--- src/rtl/regfile_scoreboard.sv ---
// Register file with combinational read ports, write-back bypass and a per-register
// busy scoreboard that tracks long-latency ops from issue to retirement.
module regfile_scoreboard #(
  parameter  int unsigned DATA_W   = 32,
  parameter  int unsigned NUM_REGS = 32,
  parameter  int unsigned NUM_RD   = 2,
  localparam int unsigned ADDR_W   = $clog2(NUM_REGS),
  localparam int unsigned CNT_W    = $clog2(NUM_REGS + 1)
) (
  input  logic                       clk,
  input  logic                       rst,
  input  logic [NUM_RD*ADDR_W-1:0]   rd_sel,
  input  logic [NUM_RD-1:0]          rd_use,
  output logic [NUM_RD*DATA_W-1:0]   rd_data,
  output logic [NUM_RD-1:0]          rd_busy,
  output logic                       stall,
  input  logic                       wr_en,
  input  logic [ADDR_W-1:0]          wr_sel,
  input  logic [DATA_W-1:0]          wr_data,
  input  logic                       wr_clr,
  input  logic                       iss_en,
  input  logic [ADDR_W-1:0]          iss_sel,
  output logic [NUM_REGS-1:0]        busy_vec,
  output logic [CNT_W-1:0]           pend_cnt,
  output logic                       err,
  input  logic                       err_clr
);

  logic [DATA_W-1:0]   regs_q [NUM_REGS];
  logic [DATA_W-1:0]   regs_d [NUM_REGS];
  logic [NUM_REGS-1:0] busy_q, busy_d;
  logic [CNT_W-1:0]    cnt_q, cnt_d;
  logic                err_q, err_d;

  logic                wr_ok;
  logic                clr_en;
  logic                iss_ok;
  logic                dup_iss;
  logic                bad_clr;
  logic [ADDR_W-1:0]   rd_addr;

  // Register 0 is hardwired to zero: it is never written, never busy.
  assign wr_ok   = wr_en && (wr_sel != '0);
  assign clr_en  = wr_en && wr_clr;
  assign iss_ok  = iss_en && (iss_sel != '0);

  // Protocol errors: re-issue to a register still pending, or retiring one never issued.
  assign dup_iss = iss_ok && busy_q[iss_sel] && !(clr_en && (wr_sel == iss_sel));
  assign bad_clr = clr_en && !busy_q[wr_sel];

  always_comb begin
    regs_d = regs_q;
    if (wr_ok) begin
      regs_d[wr_sel] = wr_data;
    end
  end

  // Clear first so a same-cycle issue to the retiring register leaves it busy.
  always_comb begin
    busy_d = busy_q;
    if (clr_en) begin
      busy_d[wr_sel] = 1'b0;
    end
    if (iss_ok) begin
      busy_d[iss_sel] = 1'b1;
    end
  end

  always_comb begin
    cnt_d = '0;
    for (int unsigned r = 0; r < NUM_REGS; r++) begin
      cnt_d = cnt_d + CNT_W'(busy_d[r]);
    end
  end

  // A new error wins over a concurrent clear request.
  always_comb begin
    err_d = err_q;
    if (err_clr) begin
      err_d = 1'b0;
    end
    if (dup_iss || bad_clr) begin
      err_d = 1'b1;
    end
  end

  always_ff @(posedge clk) begin
    if (rst) begin
      for (int unsigned r = 0; r < NUM_REGS; r++) begin
        regs_q[r] <= '0;
      end
      busy_q <= '0;
      cnt_q  <= '0;
      err_q  <= 1'b0;
    end else begin
      regs_q <= regs_d;
      busy_q <= busy_d;
      cnt_q  <= cnt_d;
      err_q  <= err_d;
    end
  end

  // Read ports with write-back bypass; a retiring write hides the busy bit it clears.
  always_comb begin
    rd_data = '0;
    rd_busy = '0;
    rd_addr = '0;
    for (int unsigned i = 0; i < NUM_RD; i++) begin
      rd_addr = rd_sel[i*ADDR_W +: ADDR_W];
      if (rd_addr != '0) begin
        if (wr_en && (wr_sel == rd_addr)) begin
          rd_data[i*DATA_W +: DATA_W] = wr_data;
        end else begin
          rd_data[i*DATA_W +: DATA_W] = regs_q[rd_addr];
        end
        rd_busy[i] = busy_q[rd_addr] && !(clr_en && (wr_sel == rd_addr));
      end
    end
  end

  assign stall    = |(rd_busy & rd_use);
  assign busy_vec = busy_q;
  assign pend_cnt = cnt_q;
  assign err      = err_q;

endmodule

--- config.mk ---
export PLATFORM = sky130hd
export DESIGN_NAME = regfile_scoreboard
export DESIGN_NICKNAME = d
export VERILOG_FILES = /design/src/rtl/regfile_scoreboard.sv
export SDC_FILE = /design/constraint.sdc
export NUM_CORES = 2
export LEC_CHECK = 0
export BUFFER_PORTS_ARGS = -buffer_cell sky130_fd_sc_hd__buf_2
export CORE_MARGIN = 1
export CORE_UTILIZATION = 40
export DETAILED_ROUTE_END_ITERATION = 10
export GPL_TIMING_DRIVEN = 0
export PLACE_DENSITY_LB_ADDON = 0.2
export SLEW_MARGIN = 20
export SYNTH_ARGS = -nofsm -noshare
export SYNTH_HDL_FRONTEND = slang
export SYNTH_SLANG_ARGS = --single-unit
--- constraint.sdc ---
create_clock -name clk -period 5.8 [get_ports clk]
set_input_delay 0.58 -clock clk [delete_from_list [all_inputs] [get_ports clk]]
set_output_delay 0.58 -clock clk [all_outputs]
set_load 0.01 [all_outputs]
# --- After elaboration in Yosys (flattened, before gate mapping) ---
# Index checks and enable logic that the tools add are counted.
word_totals:
  regBits: 1063
  input_bits: 60
  output_inout_bits: 106
  word_cells: 144
op_classes:
  n_addsub: 31
  n_lt_le_gt_ge: 10
  n_eq_ne: 3
  n_mux: 31
  bitwise_logic: 7
  n_reduce_logical: 27
ops:
  columns: ["cell", "n"]
  rows:
  - ["1024-bit bitwise mux", 1]
  - ["32-bit two-way mux", 11]
  - ["32-bit binary-select mux with 5-bit select", 2]
  - ["32-bit demux with 5-bit select", 1]
  - ["6-bit by 1-bit adder with 6-bit output", 26]
  - ["32-bit bitwise AND", 1]
  - ["32-bit inverter", 1]
  - ["32-bit OR", 1]
  - ["5-bit by 6-bit less-than comparator with 1-bit output (second input constant)", 4]
  - ["1-bit binary-select mux with 5-bit select", 4]
  - ["5-bit nonzero test", 4]
  - ["6-bit >= comparator (second input constant)", 3]
  - ["5-bit inverter with 6-bit output", 3]
  - ["1-bit logical AND", 16]
  - ["5-bit equality test", 3]
  - ["1-bit demux with 5-bit select", 2]
  - ["5-bit by 1-bit >= comparator with 1-bit output (second input constant)", 2]
  - ["1-bit two-way mux", 10]
  - ["5-bit by 1-bit adder with 6-bit output", 1]
  - ["6-bit by 1-bit less-than comparator with 1-bit output (second input constant)", 1]
  - ["4-bit by 1-bit adder with 5-bit output", 1]
  - ["3-bit by 1-bit adder with 4-bit output", 1]
  - ["1-bit zero test", 4]
  - ["2-bit by 1-bit adder with 3-bit output", 1]
  - ["5 further kinds", 5]

# --- Longest topological paths before layout ---
logic_depth:
  word_depth: 40
  ltp_mapped: 24
  depth_no_buf: 22

# --- Least setup slack after synthesis ---
# No wires, ideal clock.
synth_timing:
  path_type: "input to register"
  start: "input wr_sel[0]"
  end: "register cnt_q[4] (netlist: pend_cnt[4])"
  arrival_ns: 6.131
  required_ns: 5.672
  slack_ns: -0.458
  stages: 22
  path_buffers: 2
  cell_sequence: "buf_2 buf_4 nand2_1 nor3_1 nand2_1 a22o_1 fa_1 inv_1 fa_1 fa_1 fa_1 inv_1 fa_1 inv_1 fa_1 inv_1 ha_1 fa_1 a21o_1 a21oi_1 xor2_1 nor2_1"
synth_between:
  elab_cells_between_ends: 41
  cone_classes: "add/sub (31); order compare (2); mux (4); bitwise (3); reduce/logical (1)"
synth_rtl:
  columns: ["item", "line_no", "text"]
  rows:
  - ["start: declaration", "18", "input logic [ADDR_W-1:0] wr_sel,"]
  - ["5-bit by 6-bit less-than comparator with 1-bit output (implied by the code) or 5-bit by 1-bit >= comparator with 1-bit output (tied branches)", "62", "busy_d[wr_sel] = 1'b0;"]
  - ["1-bit logical AND (implied by the code)", "62", null]
  - ["1-bit two-way mux (implied by the code)", "62", null]
  - ["1-bit demux with 5-bit select *", "62", null]
  - ["32-bit inverter (no line) *", null, null]
  - ["32-bit bitwise AND (no line) *", null, null]
  - ["32-bit two-way mux *", "61", "if (clr_en) begin"]
  - ["32-bit OR (no line)", null, null]
  - ["32-bit two-way mux *", "64", "if (iss_ok) begin"]
  - ["via busy_d[17]", "31", "logic [NUM_REGS-1:0] busy_q, busy_d;"]
  - ["6-bit by 1-bit adder with 6-bit output * (15 in a row)", "72", "cnt_d = cnt_d + CNT_W'(busy_d[r]);"]
  - ["end signal: assignment", "98", "cnt_q <= cnt_d;"]
  - ["end: declaration", "32", "logic [CNT_W-1:0] cnt_q, cnt_d;"]
# The timed path passes the listed nets; every way through them passes the cells marked *.
# A chain may end at the register's enable or synchronous reset.

# --- Final worst setup path ---
layout_timing:
  start: "input wr_sel[2]"
  end: "register cnt_q[4] (netlist: pend_cnt[4])"
layout_between:
  elab_chain_len: 40
  elab_cells_between_ends: 41
  cone_classes: "add/sub (31); order compare (2); mux (4); bitwise (3); reduce/logical (1)"
layout_lines:
  columns: ["item", "line_no"]
  rows:
  - ["5-bit by 6-bit less-than comparator with 1-bit output (implied by the code) or 5-bit by 1-bit >= comparator with 1-bit output (tied branches)", "62"]
  - ["1-bit logical AND (implied by the code)", "62"]
  - ["1-bit two-way mux (implied by the code)", "62"]
  - ["1-bit demux with 5-bit select *", "62"]
  - ["32-bit inverter (no line) *", null]
  - ["32-bit bitwise AND (no line) *", null]
  - ["32-bit two-way mux *", "61"]
  - ["32-bit OR (no line)", null]
  - ["32-bit two-way mux *", "64"]
  - ["1-bit by 1-bit adder with 2-bit output", "72"]
  - ["2-bit by 1-bit adder with 3-bit output", "72"]
  - ["3-bit by 1-bit adder with 4-bit output", "72"]
  - ["4-bit by 1-bit adder with 5-bit output", "72"]
  - ["5-bit by 1-bit adder with 6-bit output", "72"]
  - ["6-bit by 1-bit adder with 6-bit output (25 in a row)", "72"]
  - ["6-bit by 1-bit adder with 6-bit output *", "72"]
# Every way passes the cells marked *; elsewhere a longest branch is shown, timed or not.

==> metrics.md <==
| Metric | Value |
|---|---|
| Wire length of the first global-routing pass | `404000 um` |
| Minimum period implied by the final worst setup slack | `5.55 ns` |
| Via density per instance | `6.43` |
| Post-Synthesis Cells | `6394` |
| Worst ir drop on vdd | `0.250 mV` |
| Worst endpoint required time | `6.43 ns` |
| Worst hold path stage count | `3` |
| # hold bufs at CTS | `0` |
| Number of max-cap violations | `0` |
| Result of the run | `complete, no violations` |
| Worst min-delay path class | `in2reg` |
| Mean area per synthesized cell | `8.80 um^2` |
| Cell with the most instances after synthesis | `sky130_fd_sc_hd__nand2_1` |
| Pins over their slew limit | `0` |
| Number of synthesized flops with an enable pin | `0` |
| Half-perimeter wire length after placement | `227000 um` |
| Largest fanout on the critical path | `10` |
| Root buf cell | `sky130_fd_sc_hd__clkbuf_16` |
| Number of antenna violations at the first check in global routing | `10` |
| Effective utilization at floorplan | `40.3%` |
| Count of input and output buffers | `119` |
| Routed wire length | `302000 um` |
| Detailed-route wire length per cell | `35.0 um` |
| Warnings, synthesis | `0` |
| Cells taking the most area after synthesis | `sky130_fd_sc_hd__dfxtp_1, sky130_fd_sc_hd__mux4_2, sky130_fd_sc_hd__nand2_1, sky130_fd_sc_hd__a21oi_1, sky130_fd_sc_hd__clkbuf_1` |
| Placeable core region | `140000 um^2` |
| Leakage | `21.4 nW` |
| Clock edge transition at the registers on the reported setup and hold paths | `0.06 ns` |
| Final Cycle Share | `95.7%` |
| Worst path arrival time | `6.18 ns` |
| Worst hold slack | `0.132 ns` |
| Total standard cell area after synthesis | `56300 um^2` |
| Measured slew at the worst slew-check pin | `1.36 ns` |
| Global-route usage over all layers | `41.4%` |
| Synthesized netlist net count | `6485` |
| Relative max-transition margin | `9.13%` |
| Worst setup path class | `in2reg` |
| Synthesis-to-finish area growth | `13.3%` |
| Power per cell area | `273 nW/um^2` |
| Total global routing overflow | `0` |
| R2R cell count | `16` |
| Die outline height | `377 um` |
| Setup skew after layout | `0.0516 ns` |
| Pin count of the biggest net entering global routing | `19` |
| Number of global-route vias before repair | `50.1k` |
| Worst Setup Start Kind | `input pin` |
| Register bit total from synthesis | `1063` |
| Endpoint type of the worst setup path | `flip-flop` |
| Top FF cell, synth | `sky130_fd_sc_hd__dfxtp_1` |
| Num ports | `166` |
| DRC violation total after the first TritonRoute iteration | `8885` |
| Share of synthesized flip-flops with an asynchronous set or reset | `0%` |
| Highest clock rate | `180 MHz` |
| Antenna Violating Nets Remaining | `0` |
| Width of the die | `377 um` |
| Total die area | `142000 um^2` |
| Cell type contributing the most total cell area after synthesis | `sky130_fd_sc_hd__dfxtp_1` |
| Commonest cells in the synthesized netlist | `sky130_fd_sc_hd__nand2_1, sky130_fd_sc_hd__a21oi_1, sky130_fd_sc_hd__dfxtp_1, sky130_fd_sc_hd__mux4_2, sky130_fd_sc_hd__clkbuf_1` |
| Hold Violations, Final | `0` |
| Sinks on Clock Net | `1063` |
| DRT Pass-1 Iters | `6` |
| Gp weighted congestion | `1.04` |
| Source-to-sink clock delay at the later pin of the worst-skew pair | `0.79 ns` |
| Fraction of the yosys area taken by sequential cells | `37.8%` |
| Net count, final | `6742` |
| Number of placement rows | `137` |
| DR vias | `55.5k` |
| Fraction of final layout cells with drive strength greater than 1 | `17.3%` |
| Final total power | `17.4 mW` |
| Maximum count of clock buffers along a single path | `3` |
| DR DRC count | `0` |
| Count of H-tree levels built during CTS | `3` |
| Distinct cell type count after synthesis | `59` |
| CTS tree | `yes` |
| Number of setup violations in the final report | `0` |
| Portion of synthesized cell area occupied by the leading cell type | `37.8%` |
| CTS Buf Count | `121` |
==> through the flow <==
step	cells	utilization (%)	instance area, um^2	setup TNS [ns]	setup slack, ns
global route	8627	45.7	63800	-0.0138	-0.0138
CTS	8623	45.6	63600	0	0.0250
global placement	8389	42.5	59400	-5.20	-1.17
detailed placement	8395	42.7	59600	-5.03	-1.15
floorplan	6394	-	56400	0	0.0282
finish	8633	45.7	63800	0	0.249
==> registers in the layout, indices dropped and copies added (netlist names) <==
signal / cells
pend_cnt: 6
busy_vec: 32
err: 1
regs_q: 1024
==> where the power goes <==
group	switching [mW]	internal [mW]
logic	1.56	0.517
registers	0.0479	7.36
clock network	3.50	4.44
total	5.10	12.3
==> metal layers <==
metal	global-route usage, %	up-vias	wire, um
met5	0	-	24
met4	28.9	4	25200
met3	12.8	834	40800
met2	57.1	4190	121000
met1	54.8	27700	114000
li1	-	22800	-
==> final timing paths <==
path                            from                       to  slack, ns
max                        wr_sel[2]   pend_cnt[4]$_SDFF_PP0_       0.25
min                       wr_data[9]   regs_q[9]$_SDFFE_PP0P_       0.13
max reg2reg  busy_vec[23]$_SDFF_PP0_   pend_cnt[4]$_SDFF_PP0_       0.53
min reg2reg  regs_q[47]$_SDFFE_PP0P_  regs_q[47]$_SDFFE_PP0P_       0.46
==> kinds of logic after synthesis <==
| group | after synthesis | synth area share [%] |
|---|---|---|
| mux | 698 | 24.1 |
| fa+ha+maj | 31 | 1.01 |
| simple gates | 2489 | 17.7 |
| buf+inv | 713 | 5.65 |
| xor+xnor | 18 | 0.280 |
| compound gates | 1382 | 13.5 |
| flops | 1063 | 37.8 |
==> area by class of cell <==
| cell class | instances | area (um^2) |
|---|---|---|
| clock inverters | 52 | 554 |
| fillers | 13900 | 75700 |
| well taps | 1876 | 2350 |
| diodes | 6 | 15.0 |
| flip-flops and latches | 1063 | 21300 |
| inverters | 37 | 139 |
| repair buffers | 139 | 885 |
| clock buffers | 171 | 3440 |
| multi-input cells | 4618 | 32000 |
| plain buffers | 671 | 3120 |
==> layout by cell type, fill, tap and decap left out, types with 22 or more instances in the layout <==
cell type                   Yosys  routed
sky130_fd_sc_hd__a21oi_1     1114    1113
sky130_fd_sc_hd__nor2_1        68      64
sky130_fd_sc_hd__clkbuf_8       0      23
sky130_fd_sc_hd__a211oi_1     111     110
sky130_fd_sc_hd__a22oi_1       94      84
sky130_fd_sc_hd__buf_4         61      72
sky130_fd_sc_hd__fa_1          24      22
sky130_fd_sc_hd__mux4_2       523     523
sky130_fd_sc_hd__inv_1         36      36
sky130_fd_sc_hd__mux2i_1      158     158
sky130_fd_sc_hd__clkbuf_1     451     443
sky130_fd_sc_hd__clkbuf_16      0     121
sky130_fd_sc_hd__buf_2        140     257
sky130_fd_sc_hd__nor2b_1      163     162
sky130_fd_sc_hd__clkbuf_2       6      33
sky130_fd_sc_hd__dfxtp_1     1063    1063
sky130_fd_sc_hd__nand2_1     2188    2187
sky130_fd_sc_hd__clkinv_2       0      35
==> worst max-delay path, stage by stage <==
cell,delay [ns]
sky130_fd_sc_hd__buf_2,0.11
sky130_fd_sc_hd__buf_4,0.21
sky130_fd_sc_hd__clkbuf_8,0.22
sky130_fd_sc_hd__and3_1,0.16
sky130_fd_sc_hd__clkbuf_1,0.70
sky130_fd_sc_hd__nand2_1,0.11
sky130_fd_sc_hd__a22oi_1,0.50
sky130_fd_sc_hd__fa_1,0.26
sky130_fd_sc_hd__inv_1,0.05
sky130_fd_sc_hd__fa_1,0.50
sky130_fd_sc_hd__inv_1,0.05
sky130_fd_sc_hd__fa_1,0.48
sky130_fd_sc_hd__inv_1,0.05
sky130_fd_sc_hd__fa_1,0.50
sky130_fd_sc_hd__inv_1,0.05
sky130_fd_sc_hd__fa_1,0.48
sky130_fd_sc_hd__inv_1,0.05
sky130_fd_sc_hd__ha_1,0.20
sky130_fd_sc_hd__fa_2,0.36
sky130_fd_sc_hd__a21o_1,0.20
sky130_fd_sc_hd__a21oi_2,0.14
sky130_fd_sc_hd__xor2_1,0.15
sky130_fd_sc_hd__nor2_1,0.05
==> timing repair <==
action | 4_1_cts | 5_1_grt
setup buffers | 5 | 8
gates resized for setup | 3 | 31
cloned | 0 | 0
setup endpoints to repair | 4 | 3
pin swaps | 2 | 5
Power figures use the tool's default switching activity.
